## src/rtl/binary_tower_pkg.sv

```systemverilog
// Shared types and helpers for the GF(2^32) binary tower blocks.
// Holds the field width, the Frobenius FSM states and a round-robin pick.
package binary_tower_pkg;

  localparam int GF32_W = 32;

  typedef enum logic [1:0] {
    IDLE = 2'd0,
    SQR  = 2'd1,
    DONE = 2'd2
  } frob_state_t;

  // First set bit of req[n-1:0], searching upward from ptr with wrap.
  // Returns ptr when nothing is set; callers qualify with |req.
  function automatic int unsigned rr_next(
    input logic [31:0] req,
    input int unsigned ptr,
    input int unsigned n
  );
    int unsigned g;
    int unsigned j;
    logic        f;
    g = ptr;
    f = 1'b0;
    for (int unsigned i = 0; i < 32; i++) begin
      j = (ptr + i) % n;
      if (i < n && !f && req[j[4:0]]) begin
        g = j;
        f = 1'b1;
      end
    end
    return g;
  endfunction

endpackage

```

## src/rtl/binary_tower_32b_sqr.sv

```systemverilog
// Combinational squarer in the GF(2^32) binary tower field.
// Ports: ap_ce/ap_rst qualify the output, a in, ap_return = a^2.
module binary_tower_32b_sqr
  import binary_tower_pkg::*;
(
  input  logic              ap_ce,
  input  logic              ap_rst,
  input  logic [GF32_W-1:0] a,
  output logic [GF32_W-1:0] ap_return
);

  // Tower: level j adds x_j with x_j^2 = x_{j-1}*x_j + 1, x_{-1} = 1.
  // Multiply a 2^m-bit element by the generator of its own level.
  // Only the chain of upper halves needs the recursive step, so it is
  // evaluated bottom-up from the top bit.
  function automatic logic [31:0] mulx(
    input logic [31:0] v,
    input int          m
  );
    logic [31:0] cur;
    logic [31:0] x;
    logic [31:0] l;
    logic [31:0] h;
    int          w;
    int          wj;
    w   = 1 << m;
    cur = (v >> (w - 1)) & 32'd1;
    for (int j = 1; j <= 5; j++) begin
      if (j <= m) begin
        wj  = 1 << j;
        x   = v >> (w - wj);
        l   = x & ((32'd1 << (wj / 2)) - 32'd1);
        h   = x >> (wj / 2);
        cur = ((l ^ cur) << (wj / 2)) | h;
      end
    end
    return cur;
  endfunction

  // (l + h*y)^2 = (l^2 + h^2) + (h^2 * x_prev) * y, all chunks per level.
  function automatic logic [31:0] tower_sq(input logic [31:0] v);
    logic [31:0] s;
    logic [31:0] ch;
    logic [31:0] l;
    logic [31:0] h;
    logic [31:0] lm;
    logic [31:0] cm;
    logic [31:0] nc;
    int          w;
    int          hw;
    int          off;
    s = v;
    for (int m = 1; m <= 5; m++) begin
      w  = 1 << m;
      hw = w / 2;
      lm = (32'd1 << hw) - 32'd1;
      cm = (m == 5) ? 32'hffff_ffff : ((32'd1 << w) - 32'd1);
      for (int c = 0; c < 16; c++) begin
        if (c < (32 >> m)) begin
          off = c * w;
          ch  = (s >> off) & cm;
          l   = ch & lm;
          h   = ch >> hw;
          nc  = (l ^ h) | (mulx(h, m - 1) << hw);
          s   = (s & ~(cm << off)) | (nc << off);
        end
      end
    end
    return s;
  endfunction

  always_comb begin
    ap_return = '0;
    if (ap_ce && !ap_rst) ap_return = tower_sq(a);
  end

endmodule

```

## src/rtl/binary_tower_32b_frob_arb.sv

```systemverilog
// Round-robin shared sequencer computing a^(2^k) on one tower squarer.
// Ports: req_* per-requester handshake, resp_* tagged result handshake.
module binary_tower_32b_frob_arb
  import binary_tower_pkg::*;
#(
  parameter  int NUM_REQ = 4,
  parameter  int K_W     = 5,
  localparam int ID_W    = $clog2(NUM_REQ)
) (
  input  logic                      ap_clk,
  input  logic                      ap_rst,
  input  logic [NUM_REQ-1:0]        req_valid,
  output logic [NUM_REQ-1:0]        req_ready,
  input  logic [NUM_REQ*GF32_W-1:0] req_a,
  input  logic [NUM_REQ*K_W-1:0]    req_k,
  output logic                      resp_valid,
  input  logic                      resp_ready,
  output logic [GF32_W-1:0]         resp_data,
  output logic [ID_W-1:0]           resp_id
);

  frob_state_t       r_state;
  frob_state_t       w_state_nxt;
  logic [ID_W-1:0]   r_rr_ptr;
  logic [ID_W-1:0]   r_id;
  logic [GF32_W-1:0] r_acc;
  logic [K_W-1:0]    r_cnt;

  logic [ID_W-1:0]   w_grant;
  logic              w_any;
  logic              w_accept;
  logic [GF32_W-1:0] w_a;
  logic [K_W-1:0]    w_k;
  logic [GF32_W-1:0] w_sq;
  logic [ID_W-1:0]   w_id_inc;

  assign w_grant = ID_W'(rr_next(32'(req_valid), 32'(r_rr_ptr),
                                 NUM_REQ));
  assign w_any    = |req_valid;
  assign w_accept = (r_state == IDLE) && w_any;
  assign w_a      = req_a[int'(w_grant) * GF32_W +: GF32_W];
  assign w_k      = req_k[int'(w_grant) * K_W +: K_W];

  assign w_id_inc = (r_id == ID_W'(NUM_REQ - 1)) ? '0 : r_id + 1'b1;

  // Grant only the winner; nothing while reset is asserted.
  always_comb begin
    req_ready = '0;
    if (w_accept && !ap_rst) req_ready = NUM_REQ'(1) << w_grant;
  end

  always_comb begin
    w_state_nxt = r_state;
    unique case (r_state)
      IDLE: begin
        if (w_accept) w_state_nxt = (w_k == '0) ? DONE : SQR;
      end
      SQR: begin
        if (r_cnt == K_W'(1)) w_state_nxt = DONE;
      end
      DONE: begin
        if (resp_ready) w_state_nxt = IDLE;
      end
      default: w_state_nxt = IDLE;
    endcase
  end

  always_ff @(posedge ap_clk or posedge ap_rst) begin
    if (ap_rst) begin
      r_state  <= IDLE;
      r_rr_ptr <= '0;
      r_id     <= '0;
      r_acc    <= '0;
      r_cnt    <= '0;
    end else begin
      r_state <= w_state_nxt;
      unique case (r_state)
        IDLE: begin
          if (w_accept) begin
            r_acc <= w_a;
            r_cnt <= w_k;
            r_id  <= w_grant;
          end
        end
        SQR: begin
          r_acc <= w_sq;
          r_cnt <= r_cnt - 1'b1;
        end
        DONE: begin
          if (resp_ready) r_rr_ptr <= w_id_inc;
        end
        default: ;
      endcase
    end
  end

  binary_tower_32b_sqr u_sqr (
    .ap_ce     (1'b1),
    .ap_rst    (ap_rst),
    .a         (r_acc),
    .ap_return (w_sq)
  );

  assign resp_valid = (r_state == DONE);
  assign resp_data  = r_acc;
  assign resp_id    = r_id;

endmodule

```

## config.mk

```make
export PLATFORM = sky130hd
export DESIGN_NAME = binary_tower_32b_frob_arb
export DESIGN_NICKNAME = d
export VERILOG_FILES = /design/src/rtl/binary_tower_pkg.sv /design/src/rtl/binary_tower_32b_sqr.sv /design/src/rtl/binary_tower_32b_frob_arb.sv
export SDC_FILE = /design/constraint.sdc
export NUM_CORES = 1
export LEC_CHECK = 0
export ABC_AREA = 1
export CAP_MARGIN = 0
export CORE_UTILIZATION = 51
export CTS_CLUSTER_DIAMETER = 30
export CTS_CLUSTER_SIZE = 10
export DETAILED_ROUTE_END_ITERATION = 16
export HOLD_SLACK_MARGIN = 0.15
export PLACE_DENSITY = 0.89
export RECOVER_POWER = 50
export SETUP_SLACK_MARGIN = 0.15
export SLEW_MARGIN = 40
export SYNTH_ARGS = -nofsm -noshare
export SYNTH_HDL_FRONTEND = slang
export SYNTH_HIERARCHICAL = 1
export SYNTH_SLANG_ARGS = --single-unit
export TNS_END_PERCENT = 100
```

## constraint.sdc

```tcl
create_clock -name ap_clk -period 7.56 [get_ports ap_clk]
set_input_delay 2.268 -clock ap_clk [delete_from_list [all_inputs] [get_ports ap_clk]]
set_output_delay 2.268 -clock ap_clk [all_outputs]
set_load 0.02 [all_outputs]
```

==> impl_metrics.csv <==
group,metric,value,unit
clock_tree,cts_sinks,43,
routing,drc_errors,0,
die,die-area,0.0113,mm^2
clock_tree,cts_setup_buffers,0,
critical_path,endpoint_kind,"output port",
clock_tree,ctsResizeCount,0,
routing,viasPerCell,5.24,
routing,routed_wirelength,19100,um
synth,syn_area,0.00556,mm^2
run_status,violations,"max-capacitance violations, max-slew violations",
die,io_pins,194,
grt,grt_overflow,0,
clock_tree,path_clk_slew,0.08,ns
sta,worst_pin_slew,2.38,ns
die,start_util,0.532,
synth,yosysWarnings,6,
sta,hold_viol,0,
synth,synth_xor_area_frac,0.0895,
cells_and_area,diodes,0,
cells_and_area,drive_above_1_share,0.0603,
placement,finalWeightedCongestion,0.920,
sta,final.min_clock_period,7.03,ns
run,cap_violations,1,
power,p_int,1600,uW
die,die_w,106,um
power,seqPwrFrac,0.140,
clock_tree,cts_root_buffer,"clkbuf_8",
grt,grt_max_degree,54,
synth,synth_simple_gate_area_frac,0.506,
clock_tree,cts_tree,"yes",
routing,drtIter0Drc,598,
power,combinationalPowerShare,0.820,
grt,grt_pass1_wl,30400,um
placement,dp_hpwl,14800,um
synth,synth_top_family_by_area,"simple AND/OR/NAND/NOR gates",
clock_tree,clock_latency,0.31,ns
power,switching_share,0.609,
cells_and_area,area_growth,35.8,%
power,power.switching,2490,uW
critical_path,crit_start,"req_valid[3]",
critical_path,cp.arrival,4.76,ns
synth,netlist.area_leader.share,0.345,
sta,setup_viol,0,
sta,final-max-slew-violation-count,44,
sta,min_period_over_period,0.930,
grt,antenna_found_initial,0,
synth,seq_area_frac_synth,0.193,
routing,ant_nets,0,
power,p_clk_frac,0.040,
sta,final.setup_skew,0.0226,ns
routing,dr.pass1.iters,6,
synth,synth_mux_area_frac,0.00180,
power,p_per_area,542,mW/mm^2
synth,synth-compound-area-share,0.0922,
critical_path,worst-path-max-fanout,15,
synth,ys_types,42,
cells_and_area,nets,1318,
synth,synth_area_leaders,"nand2_1, dfrtp_1, inv_1",
power,ir_worst_vdd,474,uV
hold_path,hp-class,"reg -> reg",
placement,port_buffers,193,
power,leakagePower,0.00390,uW
sta,fmax,142,MHz
synth,syn_area_per_cell,5.59,um^2
synth,syn-num-nets,1153,
critical_path,critical_path_required,5.29,ns
critical_path,startpoint_type,"input pin",
sta,slew_headroom,-0.587,
grt,grt_pass1_vias,6135,
power,p_total,4090,uW
clock_tree,cts_buffer_depth,2,
routing,wl_per_cell,14.8,um
die,die_h,106,um
routing,vias,6793,
synth,synth_top_area_cell,"nand2_1",
hold_path,hold_start,"resp_id[0]",
run_status,status,"complete, but fails checks",
die,row_count,37,
sta,final.setup.tns,0,ns
clock_tree,cts-hold-fix-buffers,0,
synth,ys_ff_latch,43,
die,core,0.0105,mm^2
sta,rsz0062_at_grt,"no",
synth,synth_fa_ha_area_frac,0.00675,
grt,grt_usage,0.339,
critical_path,r2r_start,"r_rr_ptr[0]",
clock_tree,cts_buffers,5,
critical_path,critPathKind,"in -> out",
synth,synthCells,995,
clock_tree,htreeDepth,2,
sta,holdWs,0.537,ns
cells in the mapped netlist (all sizes together):
master,count
a21o,2
a21oi,44
a22oi,6
a31oi,3
buf,25
clkbuf,14
conb,1
dfrtp,43
ha,3
inv,92
mux2i,1
nand2,536
nand3,46
nand4,21
nor2,70
nor3,2
nor4,1
o21a,1
o21ai,32
o221ai,2
o22ai,1
o31ai,1
or2,1
xnor2,27
xor2,20
layout by cell type (no fill, tap or decap), types with 19 or more instances in the layout:
cell	count
nand2_1	511
clkdlybuf4s50_1	174
inv_1	79
nor2_1	65
nand3_1	42
dfrtp_1	42
a21oi_1	40
xnor2_1	25
o21ai_0	22
nand4_1	21
dlygate4sd3_1	19
logic make-up (layout without fill, tap and decap cells):
kind of cell | count (synthesis) | in the layout
other | 1 | 1
adders and majority gates | 3 | 3
muxes | 1 | 1
AOI/OAI and AO/OA | 92 | 92
xor gates and xnor gates | 47 | 47
DFF | 43 | 43
buffers and inverters | 131 | 297
and+or+nand+nor | 677 | 677
per-layer routing:
layer	global-route usage	vias up	share of wire	wire length, um
li1	-	3410	-	-
met1	0.442	3049	0.42	8040
met2	0.556	298	0.46	8840
met3	0.0699	36	0.089	1700
met4	0.117	0	0.029	552
met5	0	-	0	0
final timing paths:
kind	end	slack [ns]	cells after the start
worst max-delay path	req_ready[1]	0.53	13
worst min register to register	r_rr_ptr[0]	0.54	1
max in group asynchronous	resp_data[31]	2.58	3
min in group asynchronous	resp_data[19]	3.44	3
worst min-delay path	r_rr_ptr[0]	0.54	1
worst max register to register	resp_data[14]	4.39	14
registers in the layout (all words and copies together), names as in the netlist:
signal and flops:
r_rr_ptr 2, resp_data 32, r_cnt 5, resp_id 2, r_state 2
through the flow:
step	utilization	setup slack, ns	cell area [um^2]	std cells
2_1_floorplan	-	1.31	5560	995
3_3_place_gp	0.710	0.616	7430	1288
3_5_place_dp	0.710	0.568	7430	1288
4_1_cts	0.720	0.561	7530	1296
5_1_grt	0.722	0.379	7550	1297
6_report	0.722	0.532	7550	1297
power groups by stage:
| stage | logic [uW] | clock network, uW | registers [uW] |
|---|---|---|---|
| 3_5_place_dp | 3270 | 0 | 573 |
| 3_3_place_gp | 3210 | 0 | 569 |
| 6_report | 3350 | 165 | 572 |
| 5_1_grt | 3730 | 175 | 594 |
| 2_1_floorplan | 2500 | 0 | 556 |
| 4_1_cts | 3290 | 166 | 569 |
area by class of cell:
class | count | area, um^2
multi-input combinational | 821 | 3880
fill | 926 | 2910
timing repair buffer | 197 | 1980
sequential | 43 | 1080
inverter | 92 | 348
tap | 136 | 170
clock buffer | 6 | 82.6
clock inverter | 2 | 16.3
worst max-delay path, cell delays in order:
cell	delay, ns
clkdlybuf4s50_1	0.47
nand2_1	0.14
nand3_1	0.09
nand2_1	0.14
inv_1	0.09
nor2_4	0.14
nand2_2	0.10
nand2_4	0.13
nand2_4	0.14
inv_2	0.16
nand2_4	0.11
nor2_1	0.13
clkdlybuf4s50_1	0.64
(Power assumes the default switching activity.)
